File: src/rtl/serial_word_assembler.sv
// serial_word_assembler
//   Samples a registered single-bit stream and assembles WIDTH-bit words.
//   The block hunts for a sync strobe, then shifts in qualified bits. Each
//   completed word is presented on a valid/ready output register. A word that
//   cannot be loaded into that register is dropped and sets a sticky overflow.
// Ports
//   i_clk          clock, all logic on the rising edge
//   i_rstn         synchronous active-low reset
//   i_bit_in       serial data bit
//   i_bit_valid    i_bit_in is qualified this cycle
//   i_sync         start-of-word strobe; aborts any partial word
//   o_word_data    assembled word, stable while o_word_valid=1
//   o_word_valid   output register holds an undelivered word
//   i_word_ready   consumer accepts; transfer when valid & ready
//   o_bit_cnt      bits collected in the current partial word
//   o_hunting      1 while waiting for the first sync
//   o_overflow     sticky flag: a completed word was dropped
//   i_overflow_clr clears o_overflow (a new drop in the same cycle wins)
module serial_word_assembler #(
  parameter int unsigned WIDTH     = 8,
  parameter int unsigned MSB_FIRST = 1
) (
  input  logic                     i_clk,
  input  logic                     i_rstn,
  input  logic                     i_bit_in,
  input  logic                     i_bit_valid,
  input  logic                     i_sync,
  output logic [WIDTH-1:0]         o_word_data,
  output logic                     o_word_valid,
  input  logic                     i_word_ready,
  output logic [$clog2(WIDTH)-1:0] o_bit_cnt,
  output logic                     o_hunting,
  output logic                     o_overflow,
  input  logic                     i_overflow_clr
);

  localparam int unsigned CntW = $clog2(WIDTH);
  localparam logic [CntW-1:0] CntLast = CntW'(WIDTH - 1);

  typedef enum logic [0:0] {StHunt, StAssemble} state_e;

  state_e            r_state, w_state_d;
  logic [CntW-1:0]   r_cnt, w_cnt_d;
  logic [WIDTH-1:0]  r_shift, w_shift_d;
  logic [WIDTH-1:0]  r_data, w_data_d;
  logic              r_valid, w_valid_d;
  logic              r_ovf, w_ovf_d;

  logic [WIDTH-1:0]  w_base;
  logic [WIDTH-1:0]  w_shifted;
  logic              w_word_done;
  logic              w_load_ok;

  // A sync restarts the word, so the new bit shifts into an empty register.
  assign w_base    = i_sync ? '0 : r_shift;
  assign w_shifted = (MSB_FIRST != 0) ? {w_base[WIDTH-2:0], i_bit_in}
                                      : {i_bit_in, w_base[WIDTH-1:1]};
  assign w_load_ok = !r_valid || i_word_ready;

  always_comb begin
    w_state_d   = r_state;
    w_cnt_d     = r_cnt;
    w_shift_d   = r_shift;
    w_word_done = 1'b0;
    if (i_sync) begin
      // Sync acts the same in both states: enter ASSEMBLE with an empty or one-bit word.
      w_state_d = StAssemble;
      w_cnt_d   = i_bit_valid ? CntW'(1) : '0;
      w_shift_d = i_bit_valid ? w_shifted : '0;
    end else begin
      unique case (r_state)
        StHunt: ;
        StAssemble: begin
          if (i_bit_valid) begin
            w_shift_d = w_shifted;
            if (r_cnt == CntLast) begin
              w_cnt_d     = '0;
              w_word_done = 1'b1;
            end else begin
              w_cnt_d = r_cnt + CntW'(1);
            end
          end
        end
        default: w_state_d = StHunt;
      endcase
    end
  end

  always_comb begin
    w_data_d  = r_data;
    w_valid_d = r_valid;
    w_ovf_d   = i_overflow_clr ? 1'b0 : r_ovf;
    if (w_word_done) begin
      if (w_load_ok) begin
        w_data_d  = w_shifted;
        w_valid_d = 1'b1;
      end else begin
        w_ovf_d = 1'b1;
      end
    end else if (r_valid && i_word_ready) begin
      w_valid_d = 1'b0;
    end
  end

  always_ff @(posedge i_clk) begin
    if (!i_rstn) begin
      r_state <= StHunt;
      r_cnt   <= '0;
      r_shift <= '0;
      r_data  <= '0;
      r_valid <= 1'b0;
      r_ovf   <= 1'b0;
    end else begin
      r_state <= w_state_d;
      r_cnt   <= w_cnt_d;
      r_shift <= w_shift_d;
      r_data  <= w_data_d;
      r_valid <= w_valid_d;
      r_ovf   <= w_ovf_d;
    end
  end

  assign o_word_data  = r_data;
  assign o_word_valid = r_valid;
  assign o_bit_cnt    = r_cnt;
  assign o_hunting    = (r_state == StHunt);
  assign o_overflow   = r_ovf;

endmodule
File: config.mk
export PLATFORM = sky130hd
export DESIGN_NAME = serial_word_assembler
export DESIGN_NICKNAME = d
export VERILOG_FILES = /design/src/rtl/serial_word_assembler.sv
export SDC_FILE = /design/constraint.sdc
export NUM_CORES = 1
export LEC_CHECK = 0
export BUFFER_PORTS_ARGS = -buffer_cell sky130_fd_sc_hd__buf_4
export CORE_MARGIN = 8
export CORE_UTILIZATION = 45
export CTS_CLUSTER_SIZE = 14
export DETAILED_ROUTE_END_ITERATION = 16
export GPL_TIMING_DRIVEN = 0
export PLACE_DENSITY = 0.75
export SETUP_SLACK_MARGIN = 0.4
export SLEW_MARGIN = 20
export SYNTH_ARGS = -nofsm -noshare
export SYNTH_HDL_FRONTEND = slang
export SYNTH_SLANG_ARGS = --single-unit
File: constraint.sdc
create_clock -name i_clk -period 1.4 [get_ports i_clk]
set_input_delay 0.07 -clock i_clk [delete_from_list [all_inputs] [get_ports i_clk]]
set_output_delay 0.07 -clock i_clk [all_outputs]
set_load 0.1 [all_outputs]
==> results_dict.tcl <==
set metrics [dict create \
    maxCapViolCount 0 \
    muxShareOfSynthArea_pct 9.222 \
    clock-sinks 21 \
    nets 136 \
    synth_top_cell_area_share_pct 48.41 \
    postPlaceCellArea_um2 1091 \
    vias 763 \
    drc 0 \
    setup_viol 0 \
    synthTopCellsByArea "dfxtp_1 48%, nand2_1 11%, mux2i_1 9.2%" \
    grt_pass1_wl_um 2980 \
    status "finished, final reports clean" \
    synth_top_area_cell "dfxtp_1" \
    via_per_inst 4.987 \
    place_hpwl_um 1295 \
    rr_startpoint "o_bit_cnt[1]$_SDFFE_PN0P_" \
    ios 21 \
    irDropWorstVdd_v 0.0006328 \
    mappedNetlistNets 105 \
    hp-class "in -> reg" \
    cpPeakStageDelay_ns 0.38 \
    synth_top_family_by_area "simple AND/OR/NAND/NOR gates" \
    finalPower_mw 1.038 \
    start_util_pct 46.14 \
    wl_um 1917 \
    grt.total_usage_pct 10.68 \
    tightest_slew_ns 0.4168 \
    dp_slack_ns 0.06163 \
    reg2reg_slack_ns 0.04 \
    die_h_um 59.93 \
    cts_buffers 3 \
    path_common_cell "ha_4" \
    relSlewSlack_pct 72.21 \
    rows 16 \
    antenna_cells 0 \
    core_area_um2 1882 \
    die_x_um 59.93 \
    cp.depth 6 \
    crit_family "flip-flops" \
    place.gp.congestion 0.7721 \
    worst-path-max-fanout 8 \
    cts_tree "done" \
    io_buffers 20 \
    first_pass_iters 5 \
    fmax_mhz 734.6 \
    powerDensity_nw_per_um2 763.9 \
    syn_inst 96 \
    clk_latency_ns 0.30 \
    synth_simple_gate_area_share_pct 24.78 \
    cp-start-kind "register" \
    endpoint_kind "register" \
    crit_buf_inv 1 \
    synth-xor-area-share_pct 0 \
    clockBufferDepth 2 \
    cts-root-buf "clkbuf_4" \
    crit_path_top_delay_cell "dfxtp_4" \
    grt_pass1_vias 703 \
    ant_nets 0 \
    ys_seq_area_share_pct 48.41 \
    endpoint "o_word_data[1]$_SDFFE_PN0P_" \
    fin_area_um2 1359 \
    gr-total-overflow 0 \
    p_leak_nw 0.4816 \
    r2r_end "o_word_data[1]$_SDFFE_PN0P_" \
    min_period_ns 1.361 \
    wl_per_cell_um 12.53 \
    netlist_area_um2 868.3 \
    yosys_warnings 0 \
    cp.required_ns 1.63 \
    grt_setup_unrepaired "true" \
    htreeDepth 1 \
    worst_slack_ns 0.03877 \
    drv_slew 0 \
    dr.first_iter.drc_count 5 \
    cp_cell_sequence "ha_4 > ha_4 > nand4b_1 > nor2b_2 > buf_6 > mux2i_1" \
    area_growth_pct 56.48 \
    grt_max_degree 13 \
    rr_worst_depth 6 \
    synth_cell_types 22 \
    drive_above_1_share_pct 37.30 \
    critPathLaunch "o_bit_cnt[1]$_SDFFE_PN0P_" \
    timing.hold.ws_ns 0.03297 \
    crit_type "reg -> reg" \
    finClkSkew_ns 0.001143 \
    synth-seq-cells 21 \
    synthAdderAreaFrac_pct 2.882 \
    clk_pin_slew_ns 0.12 \
    finalHoldViolCount 0 \
    antenna_found_initial 0 \
    avgSynthCellArea_um2 9.045 \
    worstPathArrival_ns 1.60 \
    synth_compound_area_share_pct 10.23 \
    period_share_pct 97.23 \
    die-area_um2 3591 \
]
==> sequential cells by signal, indices dropped and copies added, names as in the netlist <==
signal and flops:
o_word_valid 1, o_overflow 1, r_state 1, o_bit_cnt 3
r_shift 7, o_word_data 8
==> worst min-delay path by stage <==
| stage | start | to | slack (ns) | cells after the start |
|---|---|---|---|---|
| after global placement | i_bit_in | o_word_data[0]$_SDFFE_PN0P_ | 0.35 | 3 |
| after detailed placement | i_bit_in | o_word_data[0]$_SDFFE_PN0P_ | 0.36 | 3 |
| final | i_bit_in | o_word_data[0]$_SDFFE_PN0P_ | 0.03 | 3 |
| after CTS | i_bit_in | o_word_data[0]$_SDFFE_PN0P_ | 0.03 | 3 |
| after global routing | i_bit_in | o_word_data[0]$_SDFFE_PN0P_ | 0.03 | 3 |
| after floorplan | i_bit_in | o_word_data[0]$_SDFFE_PN0P_ | 0.21 | 2 |
==> through the flow <==
step | utilization (%) | instances | setup TNS (ns)
floorplan | - | 96 | -0.6417
global placement | 57.98 | 143 | 0
detailed placement | 57.98 | 143 | 0
CTS | 64.83 | 150 | 0
global route | 72.21 | 153 | -0.05217
finish | 72.21 | 153 | 0
==> tightest hold or removal path, cell delays in order <==
cell and delay (ns):
buf_4 0.11, nand2_1 0.06, mux2i_1 0.06
==> report_power, final <==
part	leakage (nW)	switching, mW	total [mW]	internal [mW]
clock	0.0177	0.186	0.293	0.107
sequential	0.175	0.00617	0.605	0.598
combinational	0.289	0.0790	0.140	0.0614
==> layer usage <==
metal / share of wire [%] / GRT usage [%]
met5: 0 / 0
met4: 0.78 / 4.082
met3: 5.1 / 3.441
met2: 53 / 18.92
met1: 41 / 11.36
==> what timing repair did <==
action	4_1_cts	5_1_grt
setup endpoints to repair	30	33
pin swaps	1	2
gates resized for setup	24	29
setup buffers	3	3
hold endpoints to repair	0	0
hold buffers	0	0
cloned	0	0
==> synthesized netlist by cell type <==
library cell	count
nand4b_1	1
and2_1	1
o211ai_1	1
inv_1	2
o21a_1	1
nand3b_1	9
nor2b_2	1
nand2b_1	2
o22ai_1	1
a21oi_1	8
o21ai_0	1
nor3b_1	1
nand2_1	26
buf_2	1
and2_0	1
ha_1	2
a21boi_0	3
buf_6	1
mux2i_1	8
clkbuf_1	3
dfxtp_1	21
buf_1	1
==> cell type report <==
| cell class | instances | area, um^2 |
|---|---|---|
| flip-flops and latches | 21 | 441.7 |
| clock buffers | 3 | 22.52 |
| inverters | 2 | 20.02 |
| fillers | 145 | 523.0 |
| plain buffers | 6 | 33.78 |
| multi-input cells | 67 | 447.9 |
| clock inverters | 1 | 5.005 |
| well taps | 27 | 33.78 |
| repair buffers | 26 | 354.1 |
==> logic make-up after synthesis <==
family,count (synthesis)
and+or+nand+nor,42
DFF,21
AOI/OAI and AO/OA,15
buffers and inverters,8
muxes,8
adders and majority gates,2
==> cells in the final DEF (no fill, tap or decap), types with 2 or more instances in the layout <==
cell / n
nand2_1: 25
dfxtp_1: 12
buf_4: 10
buf_12: 10
nand3b_1: 9
mux2i_1: 8
a21oi_1: 8
buf_6: 6
dfxtp_2: 5
dfxtp_4: 4
clkbuf_1: 3
clkbuf_4: 3
nand2b_1: 2
a21boi_1: 2
ha_4: 2
buf_8: 2
Note: power is estimated with default switching activity, not from simulation.
